[src/rtl/mem_arbiter.sv]
// Two-master memory arbiter: IFU fetches and LSU loads/stores share one memory port.
// LSU has priority; a saturating starvation counter forces an IFU win after StarveLimit LSU grants.
module mem_arbiter #(
  parameter int unsigned DataWidth   = 32,
  parameter int unsigned AddrWidth   = 32,
  parameter int unsigned StarveLimit = 4
) (
  input  logic                 brq_clk,
  input  logic                 brq_rst,
  input  logic                 ifu_req,
  input  logic [AddrWidth-1:0] ifu_addr,
  output logic                 ifu_gnt,
  output logic                 ifu_rvalid,
  output logic [DataWidth-1:0] ifu_rdata,
  input  logic                 lsu_req,
  input  logic                 lsu_we,
  input  logic [3:0]           lsu_be,
  input  logic [AddrWidth-1:0] lsu_addr,
  input  logic [DataWidth-1:0] lsu_wdata,
  output logic                 lsu_gnt,
  output logic                 lsu_rvalid,
  output logic [DataWidth-1:0] lsu_rdata,
  output logic                 mem_req,
  output logic                 mem_we,
  output logic [3:0]           mem_be,
  output logic [AddrWidth-1:0] mem_addr,
  output logic [DataWidth-1:0] mem_wdata,
  input  logic                 mem_gnt,
  input  logic                 mem_rvalid,
  input  logic [DataWidth-1:0] mem_rdata
);

  localparam int unsigned CntWidth = 4;
  localparam logic [CntWidth-1:0] Limit = CntWidth'(StarveLimit);

  typedef enum logic [1:0] {
    IDLE     = 2'd0,
    IFU_BUSY = 2'd1,
    LSU_BUSY = 2'd2
  } state_e;

  state_e              state_q, state_d;
  logic [CntWidth-1:0] starve_q, starve_d;
  logic                ifu_win, lsu_win;

  // State and starvation counter registers
  always_ff @(posedge brq_clk) begin
    if (brq_rst) begin
      state_q  <= IDLE;
      starve_q <= '0;
    end else begin
      state_q  <= state_d;
      starve_q <= starve_d;
    end
  end

  // Winner selection: IFU only beats a concurrent LSU request once starved
  always_comb begin
    ifu_win = 1'b0;
    lsu_win = 1'b0;
    if (state_q == IDLE) begin
      ifu_win = ifu_req && (!lsu_req || (starve_q == Limit));
      lsu_win = lsu_req && !ifu_win;
    end
  end

  // Next state, counter and all port outputs
  always_comb begin
    state_d    = state_q;
    starve_d   = starve_q;
    ifu_gnt    = 1'b0;
    ifu_rvalid = 1'b0;
    ifu_rdata  = '0;
    lsu_gnt    = 1'b0;
    lsu_rvalid = 1'b0;
    lsu_rdata  = '0;
    mem_req    = 1'b0;
    mem_we     = 1'b0;
    mem_be     = 4'h0;
    mem_addr   = '0;
    mem_wdata  = '0;

    if (brq_rst) begin
      state_d  = IDLE;
      starve_d = '0;
    end else begin
      unique case (state_q)
        IDLE: begin
          if (ifu_win) begin
            mem_req  = 1'b1;
            mem_be   = 4'hF;
            mem_addr = ifu_addr;
            ifu_gnt  = mem_gnt;
            if (mem_gnt) state_d = IFU_BUSY;
          end else if (lsu_win) begin
            mem_req   = 1'b1;
            mem_we    = lsu_we;
            mem_be    = lsu_be;
            mem_addr  = lsu_addr;
            mem_wdata = lsu_wdata;
            lsu_gnt   = mem_gnt;
            if (mem_gnt) state_d = LSU_BUSY;
          end

          if (ifu_gnt || !ifu_req) begin
            starve_d = '0;
          end else if (lsu_gnt && (starve_q < Limit)) begin
            starve_d = starve_q + CntWidth'(1);
          end
        end
        IFU_BUSY: begin
          if (mem_rvalid) begin
            ifu_rvalid = 1'b1;
            ifu_rdata  = mem_rdata;
            state_d    = IDLE;
          end
        end
        LSU_BUSY: begin
          if (mem_rvalid) begin
            lsu_rvalid = 1'b1;
            lsu_rdata  = mem_rdata;
            state_d    = IDLE;
          end
        end
        default: state_d = IDLE;
      endcase
    end
  end

endmodule

[config.mk]
export PLATFORM = sky130hd
export DESIGN_NAME = mem_arbiter
export DESIGN_NICKNAME = d
export VERILOG_FILES = /design/src/rtl/mem_arbiter.sv
export SDC_FILE = /design/constraint.sdc
export NUM_CORES = 1
export LEC_CHECK = 0
export ABC_AREA = 1
export CAP_MARGIN = 5
export CORE_AREA = 3 3 106 108
export CTS_CLUSTER_SIZE = 8
export DETAILED_ROUTE_END_ITERATION = 16
export DIE_AREA = 0 0 109 111
export PLACE_DENSITY = 0.72
export SYNTH_ARGS = -nofsm -noshare
export SYNTH_HDL_FRONTEND = slang
export SYNTH_SLANG_ARGS = --single-unit
[constraint.sdc]
create_clock -name brq_clk -period 1.6 [get_ports brq_clk]
set_input_delay 0.4 -clock brq_clk [delete_from_list [all_inputs] [get_ports brq_clk]]
set_output_delay 0.4 -clock brq_clk [all_outputs]
set_load 0.01 [all_outputs]
; After elaboration in Yosys (flattened, before gate mapping)
; Cells that the tools add are included.
[word_totals]
register_bits = 6
in_bits = 139
output_inout_bits = 138
word_cells = 75
latchBits = 0
rom_bits = 0
mem_count = 0
ram_bits = 0
[classes]
div = 0
n_bitwise = 0
shifts = 0
n_reduce_logical = 13
n_eq_ne = 7
magnitude_cmp = 1
n_mux = 51
addsub = 1
n_mul = 0
[op_table]
columns = operator, n
row1 = 2-to-1 mux 32 bit, 13
row2 = 2-to-1 mux 1 bit, 26
row3 = 2-to-1 mux 4 bit, 6
row4 = 2-to-1 mux 2 bit, 5
row5 = "inequality test 3 bit, second input constant", 3
row6 = "adder 4 x 1 -> 4 bit, second input constant", 1
row7 = "equality test 4 x 3 -> 1 bit, second input constant", 1
row8 = "< comparator 4 x 3 -> 1 bit, second input constant", 1
row9 = one-hot mux 2 bit (2 select lines), 1
row10 = AND reduction 4 bit, 1
row11 = logical AND 1 bit, 3
row12 = logical NOT 1 bit, 3
row13 = "equality test 2 x 1 -> 1 bit, second input constant", 1
row14 = "equality test 2 bit, second input constant", 1
row15 = logical NOT 2 bit, 1
row16 = logical OR 1 bit, 2
row17 = "inequality test 2 x 1 -> 1 bit, second input constant", 1
row18 = AND reduction 2 bit, 1
row19 = nonzero test 2 bit, 1
row20 = OR reduction 2 bit, 1

; Logic depth before layout (Yosys ltp)
; Gate-level depths: netlist (run 1).
[logic_depth]
word_depth = 13
depth_mapped = 11
mapped_depth_nobuf = 11

; Least setup slack after synthesis (run 1)
; Ideal clock, no wire load.
[synth_timing]
path_kind = reg-to-output
start = register starve_q[0]
end = output port mem_wdata[21]
setup_slack_ns = -0.234
path_buffers = 1
arrival_ns = 1.434
path_stages_with_launch = 11
cell_sequence = dfxtp_1 -> inv_1 -> ha_1 -> nand3_2 -> nand2_2 -> nand2_4 -> nand2_2 -> nor2_8 -> nand2_4 -> buf_6 -> nor2_1
[synth_between]
elab_chain_cells = 10
[synth_rtl]
columns = element, line
row1 = start: declaration, 43  ; logic [CntWidth-1:0] starve_q, starve_d;
row2 = start signal: assignment, 53  ; starve_q <= starve_d;
row3 = equality test 4 x 3 -> 1 bit (*), 62  ; ifu_win = ifu_req && (!lsu_req || (starve_q == Limit));
row4 = logical OR 1 bit (*), 62
row5 = logical AND 1 bit (*), 62
row6 = logical NOT 1 bit, 63  ; lsu_win = lsu_req && !ifu_win;
row7 = logical AND 1 bit, 63
row8 = 2-to-1 mux 1 bit, 61  ; if (state_q == IDLE) begin
row9 = 2-to-1 mux 32 bit, 95  ; end else if (lsu_win) begin
row10 = 2-to-1 mux 32 bit (*), 89  ; if (ifu_win) begin
row11 = 2-to-1 mux 32 bit (*), 87  ; unique case (state_q)
row12 = 2-to-1 mux 32 bit (*), 83  ; if (brq_rst) begin
row13 = end: declaration, 27  ; output logic [DataWidth-1:0] mem_wdata,
; Every way passes the cells marked *; elsewhere a longest branch is shown, timed or not.

; Final worst setup path (run 1)
[layout_timing]
start = register starve_q[0]
end = output port mem_addr[26]
[layout_between]
elab_chain_cells = 10
[layout_rtl]
columns = element, line
row1 = equality test 4 x 3 -> 1 bit (*), 62
row2 = logical OR 1 bit (*), 62
row3 = logical AND 1 bit (*), 62
row4 = logical NOT 1 bit, 63
row5 = logical AND 1 bit, 63
row6 = 2-to-1 mux 1 bit, 61
row7 = 2-to-1 mux 32 bit, 95
row8 = 2-to-1 mux 32 bit (*), 89
row9 = 2-to-1 mux 32 bit (*), 87
row10 = 2-to-1 mux 32 bit (*), 83
row11 = end: declaration, 26  ; output logic [AddrWidth-1:0] mem_addr,
; Marks and branches as above.

==> results of run 1 <==
-- metrics by stage --
step / utilization [%] / worst slack (ps) / instances
final: 59.06 / -612.3 / 811
after CTS: 55.04 / -594.0 / 814
after floorplan: - / -192.3 / 351
after detailed placement: 51.82 / -1113 / 776
after global placement: 51.82 / -1110 / 776
after global routing: 59.06 / -686.3 / 811
-- flip-flops by register name (all words and copies together) (netlist names) --
register	flops
starve_q	4
state_q	2
-- kinds of logic (layout without fill, tap and decap cells) --
kind of cell / Yosys count / count (layout) / share of synthesized area, %
AOI/OAI and AO/OA: 40 / 40 / 12.38
and+or+nand+nor: 202 / 202 / 51.93
xor gates and xnor gates: 1 / 1 / 0.5099
adders and majority gates: 5 / 5 / 3.642
DFF: 6 / 6 / 6.992
buffers and inverters: 97 / 421 / 24.54
-- power by group through the flow --
stage          Clock (W)  Combinational [W]  Sequential [W]
2_1_floorplan          0           0.000593        0.000178
3_5_place_dp           0            0.00132        0.000175
3_3_place_gp           0            0.00130        0.000174
6_report        0.000222            0.00158        0.000175
5_1_grt         0.000242            0.00169        0.000176
4_1_cts         0.000228            0.00151        0.000173
-- final timing paths --
path / startpoint / to / slack (ps) / cells after the start
worst max-delay path: starve_q[0]$_SDFFE_PP0P_ / mem_addr[26] / -610 / 12
worst min-delay path: starve_q[3]$_SDFFE_PP0P_ / starve_q[3]$_SDFFE_PP0P_ / 570 / 3
worst max register to register: starve_q[0]$_SDFFE_PP0P_ / state_q[1]$_SDFFE_PP0P_ / -80 / 14
worst min register to register: starve_q[3]$_SDFFE_PP0P_ / starve_q[3]$_SDFFE_PP0P_ / 570 / 3
-- final cells by class --
cell class	instances	area, um^2	area share [%]
Sequential cell	6	125.1	2.052
Multi-Input combinational cell	248	2067	33.90
Inverter	77	291.5	4.781
Clock buffer	3	41.29	0.6772
Tap cell	136	170.2	2.791
Timing Repair Buffer	341	3402	55.80
-- per-layer routing --
layer  global-route usage (%)  vias up
met5                        0        -
met4                    2.273        2
met3                    5.649       16
met2                    35.83      174
met1                    16.45     1520
li1                         -     1679
-- cell usage in the layout, fill, tap and decap left out --
master / Yosys / layout
nor3_2: 0 / 1
nand4_1: 1 / 1
buf_2: 1 / 52
a21oi_4: 0 / 1
inv_2: 1 / 7
dfxtp_1: 6 / 2
nor2_8: 2 / 2
nand2_1: 75 / 42
nand3_4: 0 / 3
nor2_4: 0 / 63
nand3_1: 15 / 10
o21a_1: 4 / 4
ha_4: 0 / 3
buf_4: 2 / 26
clkbuf_16: 0 / 1
o211ai_1: 1 / 1
nor2_1: 82 / 10
buf_12: 0 / 13
a21oi_2: 0 / 34
nand2_2: 2 / 20
dlygate4sd2_1: 0 / 19
clkbuf_2: 0 / 3
buf_16: 0 / 5
buf_8: 0 / 3
dfxtp_2: 0 / 4
ha_1: 5 / 2
clkdlybuf4s50_1: 0 / 134
nor2_2: 21 / 30
inv_4: 0 / 1
inv_1: 76 / 69
xor2_1: 1 / 1
clkbuf_8: 0 / 3
buf_6: 6 / 84
nand2_8: 0 / 1
nand3_2: 1 / 3
clkdlybuf4s15_1: 0 / 1
nand2_4: 2 / 16
-- what timing repair did --
action	4_1_cts	5_1_grt
buffers inserted	26	4
resized for setup	599	118
cloned	9	1
setup endpoints to repair	142	144
pin swaps	17	15
hold buffers	0	0
-- critical path, cell delays in order (launching register included) --
cell and delay [ps]:
dfxtp_2 310, inv_2 70, ha_4 140, nand3_4 70, nand2_4 80, nand2_4 60, buf_6 130, nor2_8 140
buf_12 140, buf_12 120, nand2_4 50, a21oi_4 150, buf_6 120
==> reports/summary.txt, run 1 <==
grt ovf -> 0
root buf cell -> clkbuf_8
Data required, critical path -> 1200 ps
setup slack after layout -> -612.3 ps
Syn Inst Count -> 351
met3 WL -> 1339 um
layout cells sized above 1 -> 56.15%
Clk Latency, worst-skew pair -> 220 ps
leading area contributor after synthesis -> nor2_1
Post-synth ARST share -> 0%
commonest cells in the netlist -> nor2_1 (82), inv_1 (76), nand2_1 (75)
count of final hold-check violations -> 0
final hold slack -> 565.1 ps
Sequential Power Share -> 8.9%
worst slew pin tran -> 469.8 ps
nets -> 821
most common cell in the netlist -> nor2_1
Top Metal Used -> met5
HP Class -> reg -> reg
power density over the cells -> 324.0 nW/um^2
clk sink count -> 6
starting density of the core -> 16.64%
EDFF count, synth -> 0
Final Max Slew Viols -> 0
antenna violations before repair -> 1
DIE AREA -> 12,100 um^2
Antenna Nets Post-Route -> 0
sum of negative setup slack -> -57,380 ps
routed wire length -> 11,690 um
Rel. slew slack -> 68.68%
routed len/inst -> 14.42 um
fmax -> 452.0 MHz
ant diodes -> 0
post-route design area -> 6097 um^2
Die X -> 109 um
first-pass GRT wire length -> 17,100 um
Fill cells -> 945
Arr. time, crit path -> 1810 ps
wl on met1 -> 3596 um
register area share after synthesis -> 6.992%
Top FF cell, synth -> dfxtp_1
# rows -> 37
area grow syn2layout -> 254.9%
failing checks -> setup timing
Crit Path Max Fanout -> 7
H-Tree Depth -> 1
1st-pass router iterations -> 4
Leak -> 2.946 nW
Setup Crit Path Kind -> reg -> out
# setup viols final -> 139
DP HPWL -> 8695 um
Switching Fraction -> 39.38%
CTS tree -> built
CP Capture Type -> output port
met2 WL -> 6587 um
total I/O pin count -> 277
Clock power frac -> 11.3%
Post-Syn Area -> 1718 um^2
largest net degree at the start of global routing -> 29
Power, Total -> 0.001976 W
Switch Pwr -> 0.0007780 W
status -> finished, violations left
count of input and output buffers -> 276
Worst Setup Start Kind -> flop
Avg Cell Area, Syn -> 4.894 um^2
area of the core -> 10,320 um^2
Yosys reg bits -> 6
Period minus WS final -> 2212 ps
routed vias -> 3,391
Global Route Usage Sum -> 17.43%
final setup skew -> 2.504 ps
proportion of netlist area held by the largest area contributor -> 17.92%
post-synth net total -> 495
clock slew at reported path FFs -> 40 ps
YS warnings -> 0
max cap viols -> 0
vias in the first global route -> 3,408
Internal Pwr Total -> 0.001198 W
Tcrit/Tclk final -> 138.3%
cts bufs inserted -> 3
Comb pwr share -> 79.9%
VDD IR max -> 0.2142 mV
dpl cell area -> 5350 um^2
Unique masters post-synth -> 23
cells taking the most area after synthesis -> nor2_1 (18%), inv_1 (17%), nand2_1 (16%), a21oi_1 (10%), nor2_2 (7.6%)
vias per inst -> 4.181
DRC viols -> 0
DR iter-0 viols -> 95
Placer Congestion -> 0.7993
Clock Path Buffers -> 2
die extent in y -> 111 um
RSZ-0062 raised after global routing -> yes
Power figures use the tool's default switching activity.
==> run 2, diff against run 1 <==
Settings changed: SLEW_MARGIN set to 20.
==> results of run 2 <==
The final DEF is identical to that of run 1; final timing and power are the same.
==> run 3, diff against run 2 <==
Settings changed: CORE_AREA 3 3 106 108 to unset, CORE_MARGIN set to 10, CORE_UTILIZATION set to 20, DIE_AREA 0 0 109 111 to unset, PLACE_DENSITY 0.72 to 0.84.
==> reports/summary.txt, run 3 (synthesis results as in run 1) <==
status -> finished, violations left
failing checks -> setup timing
clock slew at reported path FFs -> 40 ps
count of input and output buffers -> 276
setup slack after layout -> -637.7 ps
routed len/inst -> 20.54 um
clk sink count -> 6
area of the core -> 8299 um^2
ant diodes -> 0
vias in the first global route -> 3,799
power density over the cells -> 317.9 nW/um^2
Global Route Usage Sum -> 20.48%
Crit Path Max Fanout -> 10
Setup Crit Path Kind -> reg -> out
Placer Congestion -> 0.8279
Power, Total -> 0.002083 W
sum of negative setup slack -> -58,210 ps
routed wire length -> 16,330 um
grt ovf -> 0
max cap viols -> 0
RSZ-0062 raised after global routing -> yes
Worst Setup Start Kind -> flop
worst slack at placement -> -1089 ps
commonest non-fill, non-tap cell in the layout -> clkdlybuf4s50_1
HP Class -> in -> reg
count of final hold-check violations -> 0
final std cells w/o fill -> 795
root buf cell -> clkbuf_8
largest net degree at the start of global routing -> 15
DP HPWL -> 11,170 um
VDD IR max -> 0.2565 mV
total I/O pin count -> 277
max reg flops -> 4
vias per inst -> 4.576
worst slew pin tran -> 276.0 ps
final setup skew -> 2.361 ps
DR iter-0 viols -> 122
DIE AREA -> 12,700 um^2
Tcrit/Tclk final -> 139.9%
DRC viols -> 0
Arr. time, crit path -> 1840 ps
Clock Path Buffers -> 2
area grow syn2layout -> 281.5%
antenna violations before repair -> 0
H-Tree Depth -> 1
Leak -> 3.020 nW
die extent in y -> 112.7 um
placed instance count -> 745
fmax -> 446.9 MHz
most flop-heavy register -> starve_q
commonest cells after routing, fill and taps aside -> clkdlybuf4s50_1 (134), buf_6 (121), nor2_4 (89), inv_1 (68), nand2_1 (51)
CTS tree -> built
Final Max Slew Viols -> 0
starting density of the core -> 20.70%
CP Capture Type -> output port
Rel. slew slack -> 81.60%
routed vias -> 3,638
1st-pass router iterations -> 4
# setup viols final -> 143
Period minus WS final -> 2238 ps
Die X -> 112.7 um
CTS Hold Bufs -> 0
cts bufs inserted -> 3
Antenna Nets Post-Route -> 0
first-pass GRT wire length -> 21,280 um
biggest regs -> starve_q x4, state_q x2
Data required, critical path -> 1200 ps
# rows -> 33
layout cells sized above 1 -> 59.42%
nets -> 836
Clk Latency, worst-skew pair -> 230 ps
[run 3: cell count changes in the layout (fill, tap and decap cells not counted), moves of 5 or more]
cell,previous run,this run
buf_6,84,121
nor2_4,63,89
nor2_2,30,10
dlygate4sd2_1,19,1
buf_2,52,43
nand2_1,42,51
nor2_1,10,4
nand2_4,16,11
[run 3: routing by layer]
layer	track usage (%)	up-vias	share of wire [%]
met2	41.67	207	57
met4	4.230	0	2.4
met5	0	-	0
li1	-	1707	-
met1	18.64	1697	32
met3	7.295	27	9.2
[run 3: final cells by class]
| type | instances | area (um^2) |
|---|---|---|
| sequential | 6 | 125.1 |
| clock buffer | 3 | 41.29 |
| timing repair buffer | 356 | 3791 |
| multi-input combinational | 248 | 2166 |
| tap | 105 | 131.4 |
| inverter | 77 | 299.0 |
| fill | 508 | 1745 |
[run 3: repair_timing]
action                     4_1_cts  5_1_grt
buffers inserted                30       19
gates resized for setup        663      212
setup endpoints to repair      142      144
pin swaps                       15       27
gates cloned                     9        3
[run 3: power by group]
part / switching [W] / internal (W) / leakage, nW
logic: 0.000763 / 0.000912 / 2.95
registers: 0.00000897 / 0.000166 / 0.0507
clock network: 0.0000722 / 0.000162 / 0.0216
[run 3: path summary, 6_finish.rpt]
kind | startpoint | slack [ps] | depth (start not counted) | end
hold reg to reg | starve_q[0]$_SDFFE_PP0P_ | 570 | 3 | starve_q[0]$_SDFFE_PP0P_
setup / recovery | starve_q[1]$_SDFFE_PP0P_ | -640 | 12 | mem_addr[21]
setup reg to reg | starve_q[1]$_SDFFE_PP0P_ | -40 | 14 | state_q[1]$_SDFFE_PP0P_
hold / removal | brq_rst | 550 | 4 | starve_q[0]$_SDFFE_PP0P_
[run 3: per-stage QoR]
stage	utilization [%]	cell area, um^2	hold WS [ps]
3_3_place_gp	64.75	5374	548.8
6_report	78.97	6554	548.2
5_1_grt	78.97	6554	573.0
3_5_place_dp	64.75	5374	551.1
2_1_floorplan	-	2292	430.0
4_1_cts	70.13	5821	554.6
[run 3: critical path: stages (launching register included)]
cell,delay [ps]
dfxtp_2,320
inv_2,50
ha_4,150
nand3_2,60
nand2_2,80
nand2_4,90
nand2_4,60
nor2_8,140
buf_6,150
buf_16,130
nand2_1,70
a21oi_2,160
buf_2,160
